<file path="config.mk">
export PLATFORM = sky130hd
export DESIGN_NAME = lbus_master
export DESIGN_NICKNAME = d
export VERILOG_FILES = /design/src/rtl/lbus_master.sv
export SDC_FILE = /design/constraint.sdc
export NUM_CORES = 1
export LEC_CHECK = 0
export BUFFER_PORTS_ARGS = -buffer_cell sky130_fd_sc_hd__buf_2
export CORE_ASPECT_RATIO = 0.7
export CORE_MARGIN = 8
export CORE_UTILIZATION = 51
export DETAILED_ROUTE_END_ITERATION = 12
export GPL_TIMING_DRIVEN = 0
export PLACE_DENSITY_LB_ADDON = 0.3
export SLEW_MARGIN = 10
export SYNTH_ARGS = -nofsm -noshare
export SYNTH_HDL_FRONTEND = slang
export SYNTH_SLANG_ARGS = --single-unit
</file>
<file path="constraint.sdc">
create_clock -name clk -period 5.9 [get_ports clk]
set_input_delay 0.59 -clock clk [delete_from_list [all_inputs] [get_ports clk]]
set_output_delay 0.59 -clock clk [all_outputs]
set_load 0.02 [all_outputs]
</file>
<file path="src/rtl/lbus_master.sv">
// Local-bus initiator: turns single core load/store requests into one-cycle
// sel transactions on the peripheral bus and returns an extended load result.
module lbus_master #(
    parameter int          XLEN    = 32,
    parameter logic [15:0] BASE_HI = 16'hFFFF,
    parameter int          RD_LAT  = 1
) (
    input  logic            clk,
    input  logic            rst,
    input  logic            req_valid,
    output logic            req_ready,
    input  logic [31:0]     req_addr,
    input  logic            req_write,
    input  logic [1:0]      req_size,
    input  logic            req_unsigned,
    input  logic [XLEN-1:0] req_wdata,
    output logic            rsp_valid,
    input  logic            rsp_ready,
    output logic [XLEN-1:0] rsp_rdata,
    output logic            rsp_err,
    output logic            sel,
    output logic [15:0]     addr,
    output logic [2:0]      we,
    output logic [XLEN-1:0] wdata,
    input  logic [XLEN-1:0] rdata
);

    typedef enum logic [1:0] {IDLE, BUS, WAIT, RESP} state_t;

    localparam int          LANES    = XLEN / 8;
    localparam logic [1:0]  LAT_LOAD = 2'(RD_LAT - 1);

    state_t          state_reg, state_next;
    logic [1:0]      cnt_reg;
    logic [1:0]      size_reg;
    logic            unsigned_reg;
    logic            write_reg;
    logic [15:0]     addr_reg;
    logic [2:0]      we_reg;
    logic [XLEN-1:0] wdata_reg;
    logic [XLEN-1:0] rsp_rdata_reg;
    logic            rsp_err_reg;

    logic            accept;
    logic            req_err;
    logic [2:0]      req_we;
    logic [XLEN-1:0] load_data;
    logic [7:0]      byte_val;
    logic [15:0]     half_val;
    logic [7:0]      lane_bytes [LANES];

    genvar gi;
    generate
        for (gi = 0; gi < LANES; gi++) begin : g_lane
            assign lane_bytes[gi] = rdata[8*gi +: 8];
        end
    endgenerate

    assign accept = req_valid && req_ready;

    always_comb begin
        req_err = (req_addr[31:16] != BASE_HI)
               || (req_size == 2'd3)
               || (req_size == 2'd1 && req_addr[0])
               || (req_size == 2'd2 && req_addr[1:0] != 2'b00);
        case (req_size)
            2'd0:    req_we = 3'b001;
            2'd1:    req_we = 3'b010;
            default: req_we = 3'b100;
        endcase
    end

    // Responder returns the whole aligned word; pick the lane(s) by address.
    always_comb begin
        byte_val  = lane_bytes[addr_reg[1:0]];
        half_val  = {lane_bytes[{addr_reg[1], 1'b1}], lane_bytes[{addr_reg[1], 1'b0}]};
        load_data = rdata;
        case (size_reg)
            2'd0: load_data = unsigned_reg ? {{(XLEN-8){1'b0}}, byte_val}
                                           : {{(XLEN-8){byte_val[7]}}, byte_val};
            2'd1: load_data = unsigned_reg ? {{(XLEN-16){1'b0}}, half_val}
                                           : {{(XLEN-16){half_val[15]}}, half_val};
            default: load_data = rdata;
        endcase
    end

    always_ff @(posedge clk or posedge rst) begin
        if (rst) begin
            state_reg <= IDLE;
        end else begin
            state_reg <= state_next;
        end
    end

    always_comb begin
        state_next = state_reg;
        req_ready  = 1'b0;
        sel        = 1'b0;
        rsp_valid  = 1'b0;
        case (state_reg)
            IDLE: begin
                req_ready = 1'b1;
                if (accept) begin
                    state_next = req_err ? RESP : BUS;
                end
            end
            BUS: begin
                sel        = 1'b1;
                state_next = write_reg ? RESP : WAIT;
            end
            WAIT: begin
                if (cnt_reg == 2'd0) begin
                    state_next = RESP;
                end
            end
            RESP: begin
                rsp_valid = 1'b1;
                if (rsp_ready) begin
                    state_next = IDLE;
                end
            end
            default: state_next = IDLE;
        endcase
    end

    // Bus-side registers only change on an accepted, legal request so that
    // addr/we/wdata hold their last values between transactions.
    always_ff @(posedge clk or posedge rst) begin
        if (rst) begin
            cnt_reg       <= 2'd0;
            size_reg      <= 2'd0;
            unsigned_reg  <= 1'b0;
            write_reg     <= 1'b0;
            addr_reg      <= 16'd0;
            we_reg        <= 3'd0;
            wdata_reg     <= '0;
            rsp_rdata_reg <= '0;
            rsp_err_reg   <= 1'b0;
        end else begin
            if (accept) begin
                size_reg      <= req_size;
                unsigned_reg  <= req_unsigned;
                write_reg     <= req_write;
                rsp_err_reg   <= req_err;
                rsp_rdata_reg <= '0;
                if (!req_err) begin
                    addr_reg  <= req_addr[15:0];
                    we_reg    <= req_write ? req_we : 3'b000;
                    wdata_reg <= req_wdata;
                end
            end
            if (state_reg == BUS) begin
                cnt_reg <= LAT_LOAD;
            end else if (state_reg == WAIT && cnt_reg != 2'd0) begin
                cnt_reg <= cnt_reg - 2'd1;
            end
            if (state_reg == WAIT && cnt_reg == 2'd0) begin
                rsp_rdata_reg <= load_data;
            end
        end
    end

    assign addr      = addr_reg;
    assign we        = we_reg;
    assign wdata     = wdata_reg;
    assign rsp_rdata = rsp_rdata_reg;
    assign rsp_err   = rsp_err_reg;

endmodule

</file>
==> summary.txt <==
status = finished, final reports clean
CTS Buffer Depth = 2
Net Count, Synth = 472
first-pass GRT wire length = 19,800 um
vias per cell = 5.33
most numerous cell on the critical path = clkbuf_1
Max VDD drop = 0.000217 V
I/O Pins = 191
CTS root buf = clkbuf_16
initial antenna violation count = 0
final net count = 674
Critical Path RT = 6.15 ns
Final GP Congestion = 0.879
number of setup buffers added after CTS = 0
HP Class = in2async
worst-path fanout max = 10
Post-synth EDFFs = 0
Setup TNS = 0 ns
RSZ-0062 raised after global routing = false
Hold Buf Count CTS = 0
YS warnings = 0
die width = 127 um
die footprint = 0.0119 mm^2
drt first pass iters = 5
Synth area leaders = dfrtp_1 (53%), mux2_4 (16%), o21ai_0 (4.2%), nand2_1 (3.7%), a21oi_1 (3.0%)
largest net degree at the start of global routing = 65
total CTS buffers = 9
max cap viols = 0
fin crit share = 38.4%
row count = 28
most frequent cells in the layout = buf_2 (192), dfrtp_1 (92), mux2_4 (48)
Avg Cell Area, Syn = 12.1 um^2
Starting Density = 52.1%
pre-CTS setup slack = 3.71 ns
post-synthesis sequential area ratio = 52.6%
Max Clock Skew = 0.00531 ns
Core ar. = 0.00841 mm^2
Setup crit start = state_reg[0]$_DFFE_PP0P_
Period minus WS final = 2.27 ns
placed cells = 658
slowest stage delay, CP = 0.47 ns
asr flop ratio synth = 100%
initial DRC count = 283
WL per Instance = 18.6 um
count of pins over their slew limit = 0
Bufs and invs on worst path = 3
ANT cells = 0
Critical Path Start Type = flip-flop
largest area contributor in the netlist = dfrtp_1
Layout Cells excl Fill = 674
Die Ht = 93.5 um
post-route ant nets = 0
top_reg_cell synth = dfrtp_1
Relative slew margins = 65.5%
grt ovf = 0
I/O Buffers = 190
Layout Area Growth over Synthesis = 32.4%
leakage power = 3.20 nW
post-synthesis cell area = 0.00438 mm^2
worst skew pair latency = 0.34 ns
slowest CP cell = clkbuf_1
post-DP HPWL = 9890 um
vias in the first global route = 3,785
clock-pin slew on the worst setup and hold paths = 0.07 ns
final wirelength = 12,600 um
GRT Util Overall = 21.0%
worst-path cell chain = inv_1 -> ha_1 -> and2_1 -> clkbuf_1 -> a21oi_1 -> clkbuf_1 -> nand2_1 -> o21ai_0
CTS Sinks = 92
top-area cell type share of the netlist area = 52.6%
RR Startpoint = state_reg[0]$_DFFE_PP0P_
worst-margin pin slew = 0.516 ns
Setup CP Type = reg2reg
DR vias = 3,590
Worst Path Arrival = 2.52 ns
Distinct cells, synth = 36
Top delay family on crit path = buffers and inverters
DRC = 0
Gate Count Post-Synth = 362
share of post-route cells with drive strength above 1 = 50.1%
post-cts sizing count = 0
setup ws final = 3.63 ns
Max Freq = 0.441 GHz
PD cells = 376 mW/mm^2
CTS tree = done
nature of the critical path endpoint = flip-flop
commonest non-fill, non-tap cell in the layout = buf_2
Final setup viols = 0
Fin. Hold Viols = 0
number of synthesized register bits = 92
CTS H-tree depth = 3
==> logic make-up after synthesis <==
| kind of cell | share of synthesized area (%) |
|---|---|
| flops | 52.6 |
| xor+xnor | 0.200 |
| fa+ha+maj | 1.71 |
| mux | 20.5 |
| simple gates | 9.69 |
| compound gates | 11.7 |
| buf+inv | 3.57 |
==> layout make-up <==
type	count	area, um^2
fillers	664	2610
flip-flops and latches	92	2300
multi-input cells	241	1920
repair buffers	191	978
clock buffers	9	225
well taps	105	131
plain buffers	18	115
clock inverters	7	81.3
inverters	11	43.8
==> worst paths after layout <==
check | to | slack [ns] | depth (start not counted)
hold / removal | wdata[23]$_DFFE_PP0P_ | 0.23 | 2
hold reg to reg | rsp_rdata[29]$_DFFE_PP0P_ | 0.48 | 2
min in group clk | wdata[7]$_DFFE_PP0P_ | 0.47 | 2
max in group asynchronous | rsp_rdata[13]$_DFFE_PP0P_ | 5.04 | 3
setup reg to reg | rsp_rdata[10]$_DFFE_PP0P_ | 3.63 | 8
setup / recovery | rsp_rdata[10]$_DFFE_PP0P_ | 3.63 | 8
==> stage by stage <==
step | utilization [%] | hold slack, ns | instance area [um^2] | power (mW)
2_1_floorplan | - | 0.475 | 4380 | 1.33
3_3_place_gp | 65.0 | 0.458 | 5460 | 1.57
3_5_place_dp | 65.3 | 0.470 | 5490 | 1.60
4_1_cts | 69.0 | 0.236 | 5800 | 2.19
5_1_grt | 69.0 | 0.259 | 5800 | 2.31
6_report | 69.0 | 0.232 | 5800 | 2.18
==> per-layer routing <==
metal  global-route usage, %  vias up  share of wire [%]
met1                    26.3     1722                 41
li1                        -     1669                  -
met5                       0        -                  0
met3                    7.90       14                 11
met2                    33.9      185                 48
met4                    5.72        0               0.92
==> power by group <==
part | internal, mW | switching (mW)
Sequential | 0.741 | 0.0631
Combinational | 0.269 | 0.515
Clock | 0.334 | 0.258
==> Yosys cell counts (4+ instances only) <==
cell type  count
nand4_1        4
or3_1          9
inv_1         10
a21oi_1       26
dfrtp_1       92
nand2_1       43
o21ai_2       11
o21ai_0       37
clkbuf_1       8
nor2b_1       10
buf_6          6
mux2i_1       11
ha_1           6
mux2_2         6
mux2_4        48
nor2_1        12
(Power assumes the default switching activity.)
